===== config.mk =====
export PLATFORM = sky130hd
export DESIGN_NAME = vga_timing_gen_flat
export DESIGN_NICKNAME = d
export VERILOG_FILES = /design/src/rtl/vga_timing_pkg.sv /design/src/rtl/vga_timing_gen_if.sv /design/src/rtl/vga_timing_gen_delay_line.sv /design/src/rtl/vga_timing_gen.sv /design/src/flat_wrapper.sv
export SDC_FILE = /design/constraint.sdc
export NUM_CORES = 1
export LEC_CHECK = 0
export BUFFER_PORTS_ARGS = -buffer_cell sky130_fd_sc_hd__buf_4
export CAP_MARGIN = 20
export CORE_ASPECT_RATIO = 0.6
export CORE_MARGIN = 2
export CORE_UTILIZATION = 55
export CTS_BUF_LIST = sky130_fd_sc_hd__clkbuf_8
export DETAILED_ROUTE_END_ITERATION = 12
export PLACE_DENSITY = 0.81
export SETUP_SLACK_MARGIN = 0.1
export SYNTH_ARGS = -nofsm -noshare
export SYNTH_HDL_FRONTEND = slang
export SYNTH_HIERARCHICAL = 1
export SYNTH_SLANG_ARGS = --single-unit

===== constraint.sdc =====
create_clock -name clock -period 2.1 [get_ports clock]
set_input_delay 0.42 -clock clock [delete_from_list [all_inputs] [get_ports clock]]
set_output_delay 0.42 -clock clock [all_outputs]
set_load 0.05 [all_outputs]

===== src/rtl/vga_timing_pkg.sv =====
// rtl/vga_timing_pkg.sv - VGA timing presets and the shared stage-flag layout
package vga_timing_pkg;

  // 640x480@60, 25.175 MHz pixel clock
  localparam int VGA_H_VIDEO  = 640;
  localparam int VGA_H_FPORCH = 16;
  localparam int VGA_H_SYNC   = 96;
  localparam int VGA_H_BPORCH = 48;
  localparam int VGA_V_VIDEO  = 480;
  localparam int VGA_V_FPORCH = 10;
  localparam int VGA_V_SYNC   = 2;
  localparam int VGA_V_BPORCH = 33;

  // 800x600@60, 40 MHz pixel clock
  localparam int SVGA_H_VIDEO  = 800;
  localparam int SVGA_H_FPORCH = 40;
  localparam int SVGA_H_SYNC   = 128;
  localparam int SVGA_H_BPORCH = 88;
  localparam int SVGA_V_VIDEO  = 600;
  localparam int SVGA_V_FPORCH = 1;
  localparam int SVGA_V_SYNC   = 4;
  localparam int SVGA_V_BPORCH = 23;

  // Tiny 8x6-slot frame for fast simulation
  localparam int TEST_H_VIDEO  = 4;
  localparam int TEST_H_FPORCH = 1;
  localparam int TEST_H_SYNC   = 2;
  localparam int TEST_H_BPORCH = 1;
  localparam int TEST_V_VIDEO  = 3;
  localparam int TEST_V_FPORCH = 1;
  localparam int TEST_V_SYNC   = 1;
  localparam int TEST_V_BPORCH = 1;

  // Sync flags are kept active-high internally so cleared stages read as inactive
  typedef struct packed {
    logic h_sync;
    logic v_sync;
    logic inside_video;
    logic line_start;
    logic frame_start;
  } vga_flags_t;

  function automatic int axis_total(input int video, input int fporch,
                                    input int sync, input int bporch);
    return video + fporch + sync + bporch;
  endfunction

  function automatic int cnt_width(input int total);
    return (total <= 2) ? 1 : $clog2(total);
  endfunction

endpackage


===== src/rtl/vga_timing_gen_if.sv =====
// rtl/vga_timing_gen_if.sv - video timing bundle from the generator to the renderer
interface vga_timing_gen_if #(
  parameter int X_WIDTH     = 10,
  parameter int Y_WIDTH     = 9,
  parameter int FRAME_WIDTH = 8
);
  logic                   h_sync;
  logic                   v_sync;
  logic                   inside_video;
  logic [X_WIDTH-1:0]     x_position;
  logic [Y_WIDTH-1:0]     y_position;
  logic                   line_start;
  logic                   frame_start;
  logic [FRAME_WIDTH-1:0] frame_count;

  modport master (
    output h_sync, v_sync, inside_video, x_position, y_position,
           line_start, frame_start, frame_count
  );

  modport slave (
    input h_sync, v_sync, inside_video, x_position, y_position,
          line_start, frame_start, frame_count
  );
endinterface


===== src/rtl/vga_timing_gen_delay_line.sv =====
// rtl/vga_timing_gen_delay_line.sv - enable-gated shift register, wire when DEPTH is 0
module vga_delay_line #(
  parameter int WIDTH = 1,
  parameter int DEPTH = 0
) (
  input  logic             clock,
  input  logic             reset_n,
  input  logic             enable,
  input  logic [WIDTH-1:0] data_i,
  output logic [WIDTH-1:0] data_o
);

  generate
    if (DEPTH == 0) begin : g_bypass
      logic unused_ok;
      assign unused_ok = &{1'b0, clock, reset_n, enable};
      assign data_o    = data_i;
    end else begin : g_shift
      logic [WIDTH-1:0] stage_q [DEPTH];

      always_ff @(posedge clock or negedge reset_n) begin
        if (!reset_n) begin
          for (int i = 0; i < DEPTH; i++) stage_q[i] <= '0;
        end else if (enable) begin
          stage_q[0] <= data_i;
          for (int i = 1; i < DEPTH; i++) stage_q[i] <= stage_q[i-1];
        end
      end

      assign data_o = stage_q[DEPTH-1];
    end
  endgenerate

endmodule


===== src/rtl/vga_timing_gen.sv =====
// rtl/vga_timing_gen.sv - parametrised VGA sync/blank/coordinate generator with aligned delay
module vga_timing_gen
  import vga_timing_pkg::*;
#(
  parameter int H_VIDEO     = VGA_H_VIDEO,
  parameter int H_FPORCH    = VGA_H_FPORCH,
  parameter int H_SYNC      = VGA_H_SYNC,
  parameter int H_BPORCH    = VGA_H_BPORCH,
  parameter int V_VIDEO     = VGA_V_VIDEO,
  parameter int V_FPORCH    = VGA_V_FPORCH,
  parameter int V_SYNC      = VGA_V_SYNC,
  parameter int V_BPORCH    = VGA_V_BPORCH,
  parameter bit H_POL       = 1'b0,
  parameter bit V_POL       = 1'b0,
  parameter int X_WIDTH     = 10,
  parameter int Y_WIDTH     = 9,
  parameter int FRAME_WIDTH = 8,
  parameter int PIPE_DELAY  = 0
) (
  input  logic             clock,
  input  logic             reset_n,
  input  logic             pixel_enable,
  vga_timing_gen_if.master vid
);

  localparam int H_TOTAL = axis_total(H_VIDEO, H_FPORCH, H_SYNC, H_BPORCH);
  localparam int V_TOTAL = axis_total(V_VIDEO, V_FPORCH, V_SYNC, V_BPORCH);
  localparam int H_ACT   = H_SYNC + H_BPORCH;
  localparam int V_ACT   = V_SYNC + V_BPORCH;
  localparam int HC_W    = cnt_width(H_TOTAL);
  localparam int VC_W    = cnt_width(V_TOTAL);
  localparam int FLAGS_W = $bits(vga_flags_t);
  localparam int STAGE_W = FLAGS_W + X_WIDTH + Y_WIDTH;

  logic [HC_W-1:0]        h_cnt_q, h_cnt_d;
  logic [VC_W-1:0]        v_cnt_q, v_cnt_d;
  logic [FRAME_WIDTH-1:0] frame_q, frame_d;
  logic                   h_wrap, v_wrap;

  always_comb begin
    h_wrap  = (h_cnt_q == HC_W'(H_TOTAL - 1));
    v_wrap  = (v_cnt_q == VC_W'(V_TOTAL - 1));
    h_cnt_d = h_cnt_q;
    v_cnt_d = v_cnt_q;
    frame_d = frame_q;
    if (pixel_enable) begin
      h_cnt_d = h_wrap ? '0 : h_cnt_q + HC_W'(1);
      if (h_wrap) begin
        v_cnt_d = v_wrap ? '0 : v_cnt_q + VC_W'(1);
        if (v_wrap) frame_d = frame_q + FRAME_WIDTH'(1);
      end
    end
  end

  logic [31:0]        h_ext, v_ext;
  logic               h_act, v_act;
  vga_flags_t         flags_d;
  logic [X_WIDTH-1:0] x_d;
  logic [Y_WIDTH-1:0] y_d;

  always_comb begin
    h_ext = 32'(h_cnt_q);
    v_ext = 32'(v_cnt_q);
    h_act = (h_ext >= 32'(H_ACT)) && (h_ext < 32'(H_ACT + H_VIDEO));
    v_act = (v_ext >= 32'(V_ACT)) && (v_ext < 32'(V_ACT + V_VIDEO));
    flags_d.h_sync       = (h_ext < 32'(H_SYNC));
    flags_d.v_sync       = (v_ext < 32'(V_SYNC));
    flags_d.inside_video = h_act && v_act;
    flags_d.line_start   = (h_cnt_q == '0);
    flags_d.frame_start  = (h_cnt_q == '0) && (v_cnt_q == '0);
    // Coordinates are zeroed in blanking so the renderer never sees stale positions
    x_d = flags_d.inside_video ? X_WIDTH'(h_ext - 32'(H_ACT)) : '0;
    y_d = flags_d.inside_video ? Y_WIDTH'(v_ext - 32'(V_ACT)) : '0;
  end

  logic [STAGE_W-1:0] stage0_q, stage0_d, out_stage;
  logic               pe_q;

  assign stage0_d = {flags_d, x_d, y_d};

  always_ff @(posedge clock or negedge reset_n) begin
    if (!reset_n) begin
      h_cnt_q  <= '0;
      v_cnt_q  <= '0;
      frame_q  <= '0;
      stage0_q <= '0;
      pe_q     <= 1'b0;
    end else begin
      h_cnt_q <= h_cnt_d;
      v_cnt_q <= v_cnt_d;
      frame_q <= frame_d;
      // Every stage advances on the same enable, so this marks the clock the output stage loaded
      pe_q    <= pixel_enable;
      if (pixel_enable) stage0_q <= stage0_d;
    end
  end

  vga_delay_line #(
    .WIDTH (STAGE_W),
    .DEPTH (PIPE_DELAY)
  ) u_delay (
    .clock   (clock),
    .reset_n (reset_n),
    .enable  (pixel_enable),
    .data_i  (stage0_q),
    .data_o  (out_stage)
  );

  vga_flags_t out_flags;
  assign out_flags = out_stage[STAGE_W-1 -: FLAGS_W];

  assign vid.h_sync       = out_flags.h_sync ^ ~H_POL;
  assign vid.v_sync       = out_flags.v_sync ^ ~V_POL;
  assign vid.inside_video = out_flags.inside_video;
  assign vid.x_position   = out_stage[X_WIDTH+Y_WIDTH-1:Y_WIDTH];
  assign vid.y_position   = out_stage[Y_WIDTH-1:0];
  assign vid.line_start   = out_flags.line_start & pe_q;
  assign vid.frame_start  = out_flags.frame_start & pe_q;
  assign vid.frame_count  = frame_q;

endmodule

===== src/flat_wrapper.sv =====
// flat-port wrapper written by rule: the top's interface ports become plain ports
module vga_timing_gen_flat import vga_timing_pkg::*;
#(
  parameter int H_VIDEO     = VGA_H_VIDEO,
  parameter int H_FPORCH    = VGA_H_FPORCH,
  parameter int H_SYNC      = VGA_H_SYNC,
  parameter int H_BPORCH    = VGA_H_BPORCH,
  parameter int V_VIDEO     = VGA_V_VIDEO,
  parameter int V_FPORCH    = VGA_V_FPORCH,
  parameter int V_SYNC      = VGA_V_SYNC,
  parameter int V_BPORCH    = VGA_V_BPORCH,
  parameter bit H_POL       = 1'b0,
  parameter bit V_POL       = 1'b0,
  parameter int X_WIDTH     = 10,
  parameter int Y_WIDTH     = 9,
  parameter int FRAME_WIDTH = 8,
  parameter int PIPE_DELAY  = 0
)
  (clock, reset_n, pixel_enable, vid_h_sync, vid_v_sync, vid_inside_video, vid_x_position, vid_y_position, vid_line_start, vid_frame_start, vid_frame_count);
  vga_timing_gen_if #(.X_WIDTH(X_WIDTH), .Y_WIDTH(Y_WIDTH), .FRAME_WIDTH(FRAME_WIDTH)) vid_i ();
  input  logic clock;
  input  logic reset_n;
  input  logic pixel_enable;
  output wire logic [$bits(vid_i.h_sync)-1:0] vid_h_sync;
  output wire logic [$bits(vid_i.v_sync)-1:0] vid_v_sync;
  output wire logic [$bits(vid_i.inside_video)-1:0] vid_inside_video;
  output wire logic [$bits(vid_i.x_position)-1:0] vid_x_position;
  output wire logic [$bits(vid_i.y_position)-1:0] vid_y_position;
  output wire logic [$bits(vid_i.line_start)-1:0] vid_line_start;
  output wire logic [$bits(vid_i.frame_start)-1:0] vid_frame_start;
  output wire logic [$bits(vid_i.frame_count)-1:0] vid_frame_count;
  assign vid_h_sync = vid_i.h_sync;
  assign vid_v_sync = vid_i.v_sync;
  assign vid_inside_video = vid_i.inside_video;
  assign vid_x_position = vid_i.x_position;
  assign vid_y_position = vid_i.y_position;
  assign vid_line_start = vid_i.line_start;
  assign vid_frame_start = vid_i.frame_start;
  assign vid_frame_count = vid_i.frame_count;
  vga_timing_gen #(.H_VIDEO(H_VIDEO), .H_FPORCH(H_FPORCH), .H_SYNC(H_SYNC), .H_BPORCH(H_BPORCH), .V_VIDEO(V_VIDEO), .V_FPORCH(V_FPORCH), .V_SYNC(V_SYNC), .V_BPORCH(V_BPORCH), .H_POL(H_POL), .V_POL(V_POL), .X_WIDTH(X_WIDTH), .Y_WIDTH(Y_WIDTH), .FRAME_WIDTH(FRAME_WIDTH), .PIPE_DELAY(PIPE_DELAY)) u_core (.clock(clock), .reset_n(reset_n), .pixel_enable(pixel_enable), .vid(vid_i));
endmodule

==> impl_metrics.ini, run 1 <==
[outcome]
status = complete, no violations

[setup_path]
cp.required_ns = 2.34
arrival_ns = 2.18
end_kind = flop
worstSetupStartpoint = u_core/v_cnt_q[1]
r2r-start = u_core/v_cnt_q[1]
path_class = reg2reg
cp-start-kind = flop
crit_fanout = 7

[synth]
yosysTopAreaCellShare_pct = 42.37
ys_warn_count = 6
synth_top_area_cell = dfrtp_1
syn_inst = 304
synth.distinct_cells = 45
avgSynthCellArea_sq_um = 10.30
synth_ff_type = dfrtp_1
ys_seq_area_share_pct = 42.37
synth_edf_count = 0
syn-cell-area_sq_mm = 0.003131
synth_seq_cells = 53
synth_area_leaders = dfrtp_1 42%, o32ai_2 9.9%, buf_4 6.5%, inv_1 4.2%, xnor2_1 4.2%
synthesis.nets = 316
synthArstFlopShare_pct = 100.0

[sta]
fin_crit_ns = 1.939
setup_viol = 0
achievable-frequency_mhz = 515.7
tns_ns = 0
rsz0062_at_grt = yes
worst_hold_slack_ns = 0.1413
tightest_slew_ns = 0.6655
relSlewSlack_pct = 55.63
period_share_pct = 92.35
skew_ns = 0.007269
slew_viol_final = 0
finalHoldViolCount = 0

[placement]
place.gp.congestion = 0.8069
dp_hpwl_um = 4278
port_buffers = 34

[flow_run]
maxCapViolations = 0

[die]
die_x_um = 101.4
rows = 21
die-area_sq_mm = 0.006331
core-area_sq_mm = 0.005544
die_h_um = 62.44
start_util_pct = 56.47
num_io_pins = 35

[pwr]
powerDensity_mw_per_mm2 = 678.7
p_leak_nw = 1.578
finalPower_mw = 2.364
vdd_drop_max_v = 0.0003898

[global_route]
busiest_layer = met1
grt_pass1_vias = 2062
grt_overflow = 0
grt_start_max_net_pins = 54
grt_usage_pct = 20.49
use_met1_pct = 33.33
met3_usage_pct = 4.362
use_met2_pct = 27.57
antenna_found_initial = 0
grt_pass1_wl_um = 10210

[routing]
drt_first_pass_iters = 4
drt_wl_total_um = 6084
ant_nets = 0
drt_iter0_drc = 87
viasPerCell = 5.461
drc = 0
vias = 2168
avgRoutedWirePerCell_um = 15.32

[clock_tree]
cts-root-buf = clkbuf_8
clock_tree.htree_level_count = 2
clk-insertion-delay-late_ns = 0.31
cts_tree = built
cts_buffer_depth = 2
cts.sinks = 53
clk_pin_slew_ns = 0.10
cts_buffers = 5
cts_hold_buf = 0

[worst_hold_path]
hp-class = in2async

[layout]
n_fill_cell = 454
final_nets = 328
area_growth_pct = 11.27
drive_above_1_share_pct = 29.02
num_antenna_cells = 0
stage by stage:
stage               util, %  std cells  area, sq um  setup slack, ns
floorplan                 -        304         3131           0.1811
global placement      59.85        389         3318           0.1136
detailed placement    59.85        389         3318          0.03414
CTS                   62.36        397         3457           0.1364
global route          62.83        397         3483          0.02075
finish                62.83        397         3483           0.1607
repair_timing:
action / CTS / global route
buffers inserted: 0 / 0
setup endpoints to repair: 19 / 23
gates resized for setup: 1 / 6
pin swaps: 0 / 0
cell families after synthesis:
group	count (synthesis)	share of synthesized area, %
AO/OA/AOI/OAI	48	15.83
XOR/XNOR	27	7.554
adder cells (fa/ha/maj)	9	3.597
buffers and inverters	81	14.03
flip-flops	53	42.37
multiplexers	3	0.9992
AND/OR/NAND/NOR	83	15.63
state kept, by name, summed over array words and instances, names as in the netlist:
signal                  cells
u_core/stage0_q            24
u_core/h_cnt_q             10
u_core/v_cnt_q             10
u_core/vid.frame_count      8
u_core/pe_q                 1
layout by cell type, fill, tap and decap left out, types with 2 or more instances in the layout:
cell	instances
nor3b_1	3
nand2_1	19
xnor2_1	15
a22o_1	2
dfrtp_1	52
and4bb_2	2
o21ai_0	11
xor2_1	12
nor3_1	9
nand3_1	13
o32ai_2	19
inv_1	35
nand4_1	5
nor2_1	6
a21oi_1	6
and4_1	2
clkbuf_8	5
buf_4	50
bufinv_16	2
or3_1	2
nor4_1	6
ha_1	8
mux2i_1	2
and2_1	3
a21o_1	2
synth_stat cells, types with 2 or more instances:
library cell  number
buf_4             27
nand2_1           19
nor3b_1            4
xnor2_1           15
nand3_1           13
o21ai_0           11
a21oi_1            6
nor2_1             7
inv_1             35
nand4_1            5
buf_6              3
o32ai_2           19
ha_1               9
o41ai_1            2
a22o_1             2
nor3_1             9
a21o_1             2
and2_1             3
clkbuf_1           7
mux2i_1            2
nor4_1             7
buf_2              8
and4bb_2           2
and4_1             2
dfrtp_1           53
xor2_1            12
or3_1              2
path summary, 6_finish.rpt:
path	slack [ns]	depth (start not counted)	end
max	0.16	6	u_core/vid.frame_count[6]
min	0.14	1	u_core/stage0_q[17]
max reg2reg	0.16	6	u_core/vid.frame_count[6]
min reg2reg	0.48	1	u_core/vid.frame_count[7]
max in group asynchronous	1.47	1	u_core/h_cnt_q[5]
min in group clock	0.48	1	u_core/vid.frame_count[7]
final cells by class:
class / count / area (sq um) / share of cell area [%]
Clock buffer: 5 / 68.82 / 1.976
Clock inverter: 3 / 65.06 / 1.868
Inverter: 35 / 131.4 / 3.772
Multi-Input combinational cell: 170 / 1395 / 40.05
Sequential cell: 53 / 1328 / 38.11
Tap cell: 80 / 100.1 / 2.874
Timing Repair Buffer: 51 / 395.4 / 11.35
metal layers:
layer  share of wire [%]  wire [um]
met3                 5.8        353
met1                  53       3232
met2                  40       2459
met5                   0          0
met4                0.62         38
where the power goes:
group          switching [mW]  internal [mW]
sequential             0.0882           1.07
combinational           0.230          0.164
clock                   0.335          0.473
total                   0.653           1.71
critical path, cell delays in order (launching register included):
cell and delay, ns:
dfrtp_1 0.48, inv_1 0.11, ha_1 0.19, and4bb_2 0.26, nand4_2 0.22, nor4_1 0.45
xor2_1 0.17
(Power assumes the default switching activity.)
==> inputs of run 2 (changes only) <==
--- a/config.mk
+++ b/config.mk
@@ -5,6 +5,7 @@
 export SDC_FILE = /design/constraint.sdc
 export NUM_CORES = 1
 export LEC_CHECK = 0
+export ABC_AREA = 1
 export BUFFER_PORTS_ARGS = -buffer_cell sky130_fd_sc_hd__buf_4
 export CAP_MARGIN = 20
 export CORE_ASPECT_RATIO = 0.6
@@ -14,6 +15,7 @@
 export DETAILED_ROUTE_END_ITERATION = 12
 export PLACE_DENSITY = 0.81
 export SETUP_SLACK_MARGIN = 0.1
+export SKIP_CTS_REPAIR_TIMING = 1
 export SYNTH_ARGS = -nofsm -noshare
 export SYNTH_HDL_FRONTEND = slang
 export SYNTH_HIERARCHICAL = 1
==> run 2 against run 1 <==
Net effect: sequential share of layout area rose by 0.62 points; global-route usage is 1.9 points higher; routed wire length up 7.2%; clock power decreased by 24%; die area is 0.91% higher; sequential power is 18% higher; first-iteration DRC count grew 110%; via count rose by 17%; utilization down 1.4 points; largest power group unchanged.
==> impl_metrics.ini, run 2 <==
[layout]
mostFrequentLayoutCell = nand2_1
largest_reg_flops = 24
stdcell_area_sq_mm = 0.003425
largestRegisters = u_core/stage0_q: 24 flops, u_core/h_cnt_q: 10 flops, u_core/v_cnt_q: 10 flops
drive_above_1_share_pct = 19.37
regMostFlops = u_core/stage0_q
final_cell_mix = 123 x nand2_1, 53 x dfrtp_1, 45 x nand3_1
num_antenna_cells = 0
final_nets = 424
area_growth_pct = 8.353

[pwr]
comb_power_share_pct = 36.7
powerDensity_mw_per_mm2 = 912.7
p_leak_nw = 1.797
p_sw_share_pct = 42.24
finalPower_mw = 3.125
clock_power_share_pct = 19.5
p_int_mw = 1.805
vdd_drop_max_v = 0.0005988
seqPwrFrac_pct = 43.8
p_sw_mw = 1.320

[synth]
synthesis.nets = 409
synth_area_leaders = dfrtp_1 42%, nand2_1 15%, nand3_1 7.1%, buf_4 6.2%, ha_1 3.6%
synth.distinct_cells = 32
ys_warn_count = 6
synth_seq_cells = 53
syn_inst = 397
synthArstFlopShare_pct = 100.0
ys_seq_area_share_pct = 41.96
synth_edf_count = 0
synth_most_common_cell = nand2_1
netlist_top_cells_count = 123 x nand2_1, 53 x dfrtp_1, 45 x nand3_1
avgSynthCellArea_sq_um = 7.961
yosysTopAreaCellShare_pct = 41.96
syn-cell-area_sq_mm = 0.003161
synth_ff_type = dfrtp_1
synth_top_area_cell = dfrtp_1

[placement]
placed_cell_area_sq_mm = 0.003312
place_ws_ns = -0.00001643
dp_hpwl_um = 4819
place.gp.congestion = 0.9274
port_buffers = 34

[die]
die_x_um = 101.9
die_h_um = 62.72
start_util_pct = 56.74
core-area_sq_mm = 0.005570
rows = 21
die-area_sq_mm = 0.006389
num_io_pins = 35

[setup_path]
slowest_delay_ns = 0.42
arrival_ns = 2.07
reg2regPathDepth = 8
path_common_cell = nand2_1
path_class = reg2reg
path_cells = inv_1, ha_1, nand2_2, nor2_4, nand2_1, nor2_1, nand2_1, o21ai_1
cp-start-kind = flop
cp.required_ns = 2.34
worst_path_max_delay_cell = dfrtp_1
r2r-start = u_core/h_cnt_q[5]
end_kind = flop
timing.rr.end = u_core/v_cnt_q[0]
crit_fanout = 6
cp.buffers_inverters = 1
r2r_slack_ns = 0.27
worstSetupStartpoint = u_core/h_cnt_q[5]
path_delay_family = simple AND/OR/NAND/NOR gates

[outcome]
status = complete, no violations

[routing]
ant_nets = 0
drt_iter0_drc = 180
drc = 0
vias = 2529
avgRoutedWirePerCell_um = 13.23
drt_wl_total_um = 6523
drt_first_pass_iters = 4
viasPerCell = 5.130

[global_route]
grt_pass1_wl_um = 11270
grt_pass1_vias = 2371
grt_usage_pct = 22.40
antenna_found_initial = 0
grt_start_max_net_pins = 54
grt_overflow = 0

[sta]
tns_ns = 0
worst_slack_ns = 0.2715
finalHoldViolCount = 0
rsz0062_at_grt = yes
slew_viol_final = 0
skew_ns = 0.005853
period_share_pct = 87.07
achievable-frequency_mhz = 546.9
tightest_slew_ns = 0.6676
relSlewSlack_pct = 55.49
setup_viol = 0
fin_crit_ns = 1.828

[clock_tree]
cts.sinks = 53
clk-insertion-delay-late_ns = 0.31
clk_pin_slew_ns = 0.10
cts_tree = built
cts_buffers = 5
clock_tree.htree_level_count = 2
cts_buffer_depth = 2
cts-root-buf = clkbuf_8

[worst_hold_path]
hp-class = in2async

[flow_run]
maxCapViolations = 0
run 2: worst max path at each step:
stage	to	slack, ns	cells past startpoint
CTS	u_core/stage0_q[17]	-0.03	7
global placement	u_core/stage0_q[7]	0.07	7
finish	u_core/v_cnt_q[0]	0.27	8
detailed placement	u_core/stage0_q[17]	-0.00002	7
global route	u_core/stage0_q[5]	0.08	8
floorplan	u_core/vid.frame_count[2]	0.58	9
run 2: through the flow:
stage	utilization [%]	hold WS, ns	cells
6_report	61.48	0.1312	493
5_1_grt	61.48	0.1913	493
4_1_cts	61.19	0.1613	492
3_5_place_dp	59.46	0.4670	484
3_3_place_gp	59.46	0.4661	484
2_1_floorplan	-	0.1244	397
run 2: cell families (layout without fill, tap and decap cells):
logic type                 Yosys count  after routing  share of synthesized area (%)
AOI/OAI and AO/OA                   25             25                          4.276
xor gates and xnor gates            19             19                          5.503
adders and majority gates            9              9                          3.563
buffers and inverters               72             88                          12.87
DFF                                 53             53                          41.96
and+or+nand+nor                    219            219                          31.83
run 2: metal layers:
layer | GRT usage, % | part of all wire [%]
met4 | 6.833 | 1.4
met5 | 0 | 0
met3 | 4.922 | 7.7
met2 | 29.44 | 39
met1 | 36.19 | 52
run 2: area by class of cell:
class / instances / area [sq um]
Multi-Input combinational cell: 272 / 1433
Clock buffer: 6 / 82.58
Tap cell: 80 / 100.1
Inverter: 38 / 150.1
Sequential cell: 53 / 1326
Fill cell: 496 / 2146
Clock inverter: 2 / 13.76
Timing Repair Buffer: 42 / 319.1
run 2: power groups by stage:
stage	Combinational, mW	Sequential, mW	Clock, mW
6_report	1.15	1.37	0.611
5_1_grt	1.24	1.40	0.666
4_1_cts	1.14	1.36	0.628
3_5_place_dp	1.14	1.39	0
3_3_place_gp	1.12	1.38	0
2_1_floorplan	1.02	1.33	0
==> inputs of run 3 (changes only) <==
--- a/config.mk
+++ b/config.mk
@@ -6,14 +6,14 @@
 export NUM_CORES = 1
 export LEC_CHECK = 0
 export ABC_AREA = 1
-export BUFFER_PORTS_ARGS = -buffer_cell sky130_fd_sc_hd__buf_4
 export CAP_MARGIN = 20
 export CORE_ASPECT_RATIO = 0.6
 export CORE_MARGIN = 2
 export CORE_UTILIZATION = 55
 export CTS_BUF_LIST = sky130_fd_sc_hd__clkbuf_8
 export DETAILED_ROUTE_END_ITERATION = 12
-export PLACE_DENSITY = 0.81
+export DONT_BUFFER_PORTS = 1
+export PLACE_DENSITY = 0.75
 export SETUP_SLACK_MARGIN = 0.1
 export SKIP_CTS_REPAIR_TIMING = 1
 export SYNTH_ARGS = -nofsm -noshare
==> run 3 against run 2 <==
Net effect: first-iteration DRC count grew 8.9%; clock skew grew 0.0047 ns; utilization shrank 2.7 points; cell count shrank 5.1%; critical path depth is the same; sequential power grew 30%; largest cell class unchanged; worst setup slack gained 0.013 ns; largest power group unchanged.
==> impl_metrics.ini, run 3 (synthesized netlist as in run 2, its figures left out) <==
[setup_path]
path_class = reg2reg
path_cells = inv_1, ha_1, nand2_1, a21oi_1, nand2_1, nor2_4, nand3_1, nand2_1
worst_path_max_delay_cell = dfrtp_1
path_delay_family = simple AND/OR/NAND/NOR gates
path_common_cell = nand2_1
end_kind = flop
cp.required_ns = 2.35
crit_fanout = 20
cp-start-kind = flop
slowest_delay_ns = 0.42
cp.buffers_inverters = 1
arrival_ns = 2.07

[layout]
mostFrequentLayoutCell = nand2_1
fin_cells = 468
num_antenna_cells = 0
largest_reg_flops = 24
regMostFlops = u_core/stage0_q
drive_above_1_share_pct = 13.92
largestRegisters = u_core/stage0_q: 24 flops, u_core/h_cnt_q: 10 flops, u_core/v_cnt_q: 10 flops
final_cell_mix = 123 x nand2_1, 53 x dfrtp_1, 45 x nand3_1
final_nets = 399
n_fill_cell = 494
area_growth_pct = 3.523

[placement]
place.gp.congestion = 0.9287
dp_hpwl_um = 4548
dp_cells = 457
port_buffers = 0

[outcome]
status = complete, no violations

[pwr]
p_leak_nw = 1.685
vdd_drop_max_v = 0.0005586
powerDensity_mw_per_mm2 = 926.0
finalPower_mw = 3.030

[sta]
rsz0062_at_grt = no
skew_ns = 0.01060
slew_viol_final = 0
worst_hold_slack_ns = 0.1295
period_share_pct = 86.45
fin_crit_ns = 1.815
relSlewSlack_pct = 65.53
setup_viol = 0
finalHoldViolCount = 0
achievable-frequency_mhz = 550.8
tightest_slew_ns = 0.5170

[clock_tree]
clk_pin_slew_ns = 0.10
clock_tree.htree_level_count = 2
cts-root-buf = clkbuf_8
cts_buffers = 5
clk-insertion-delay-late_ns = 0.31
cts_buffer_depth = 2
cts.sinks = 53
cts_tree = built

[routing]
vias = 2419
drt_first_pass_iters = 5
drc = 0
wl_met1_um = 3237
viasPerCell = 5.169
ant_nets = 0
avgRoutedWirePerCell_um = 13.33
top_layer_used = met4
drt_iter0_drc = 196
drt_wl_total_um = 6238
wl_met3_um = 536
route.met2.wl_um = 2414

[die]
num_io_pins = 35
die-area_sq_mm = 0.006389
core-area_sq_mm = 0.005570
rows = 21
die_h_um = 62.72
die_x_um = 101.9
start_util_pct = 56.74

[global_route]
grt_pass1_wl_um = 10750
grt_start_max_net_pins = 54
grt_pass1_vias = 2250
antenna_found_initial = 0
grt_usage_pct = 21.40
grt_overflow = 0

[flow_run]
maxCapViolations = 0

[worst_hold_path]
hp-class = in2reg
-- run 3: cell types whose count changed in the layout (fill, tap and decap cells not counted), sizes merged --
cell         previous run  this run
clkinv                  4         3
bufinv                  0         1
inv                    36        37
buf                    42        16
dlygate4sd3             0         1
clkbuf                  6         5
-- run 3: power breakdown --
group	switching, mW	internal (mW)	total (mW)
Clock	0.345	0.358	0.703
Sequential	0.589	1.19	1.78
Combinational	0.348	0.202	0.550
Total	1.28	1.75	3.03
-- run 3: final cells by class --
type / instances / area, sq um / area share (%)
multi-input combinational: 272 / 1433 / 43.79
sequential: 53 / 1326 / 40.54
clock inverter: 3 / 43.79 / 1.338
clock buffer: 5 / 68.82 / 2.103
tap: 80 / 100.1 / 3.059
timing repair buffer: 17 / 150.1 / 4.589
inverter: 38 / 150.1 / 4.589
-- run 3: per-layer routing --
| layer | vias to the layer above | global-route usage [%] |
|---|---|---|
| li1 | 1210 | - |
| met1 | 1121 | 35.95 |
| met2 | 83 | 26.73 |
| met3 | 5 | 5.369 |
| met4 | 0 | 5.000 |
| met5 | - | 0 |
-- run 3: path summary, 6_finish.rpt --
kind	start	endpoint	slack [ns]	cells past startpoint
setup / recovery	u_core/h_cnt_q[5]	u_core/stage0_q[7]	0.28	8
hold / removal	pixel_enable	u_core/pe_q	0.13	0
setup reg to reg	u_core/h_cnt_q[5]	u_core/stage0_q[7]	0.28	8
hold reg to reg	u_core/stage0_q[19]	u_core/stage0_q[19]	0.50	2
max in group asynchronous	reset_n	u_core/h_cnt_q[9]	1.24	2
min in group asynchronous	reset_n	u_core/stage0_q[5]	0.63	2
-- run 3: through the flow --
stage	TNS [ns]	area (sq um)	util, %	setup slack [ns]
detailed placement	0	3109	55.82	0.03352
finish	0	3272	58.74	0.2846
global route	0	3272	58.74	0.1068
floorplan	0	3161	-	0.5762
global placement	0	3109	55.82	0.1126
CTS	-0.001161	3222	57.84	-0.001161
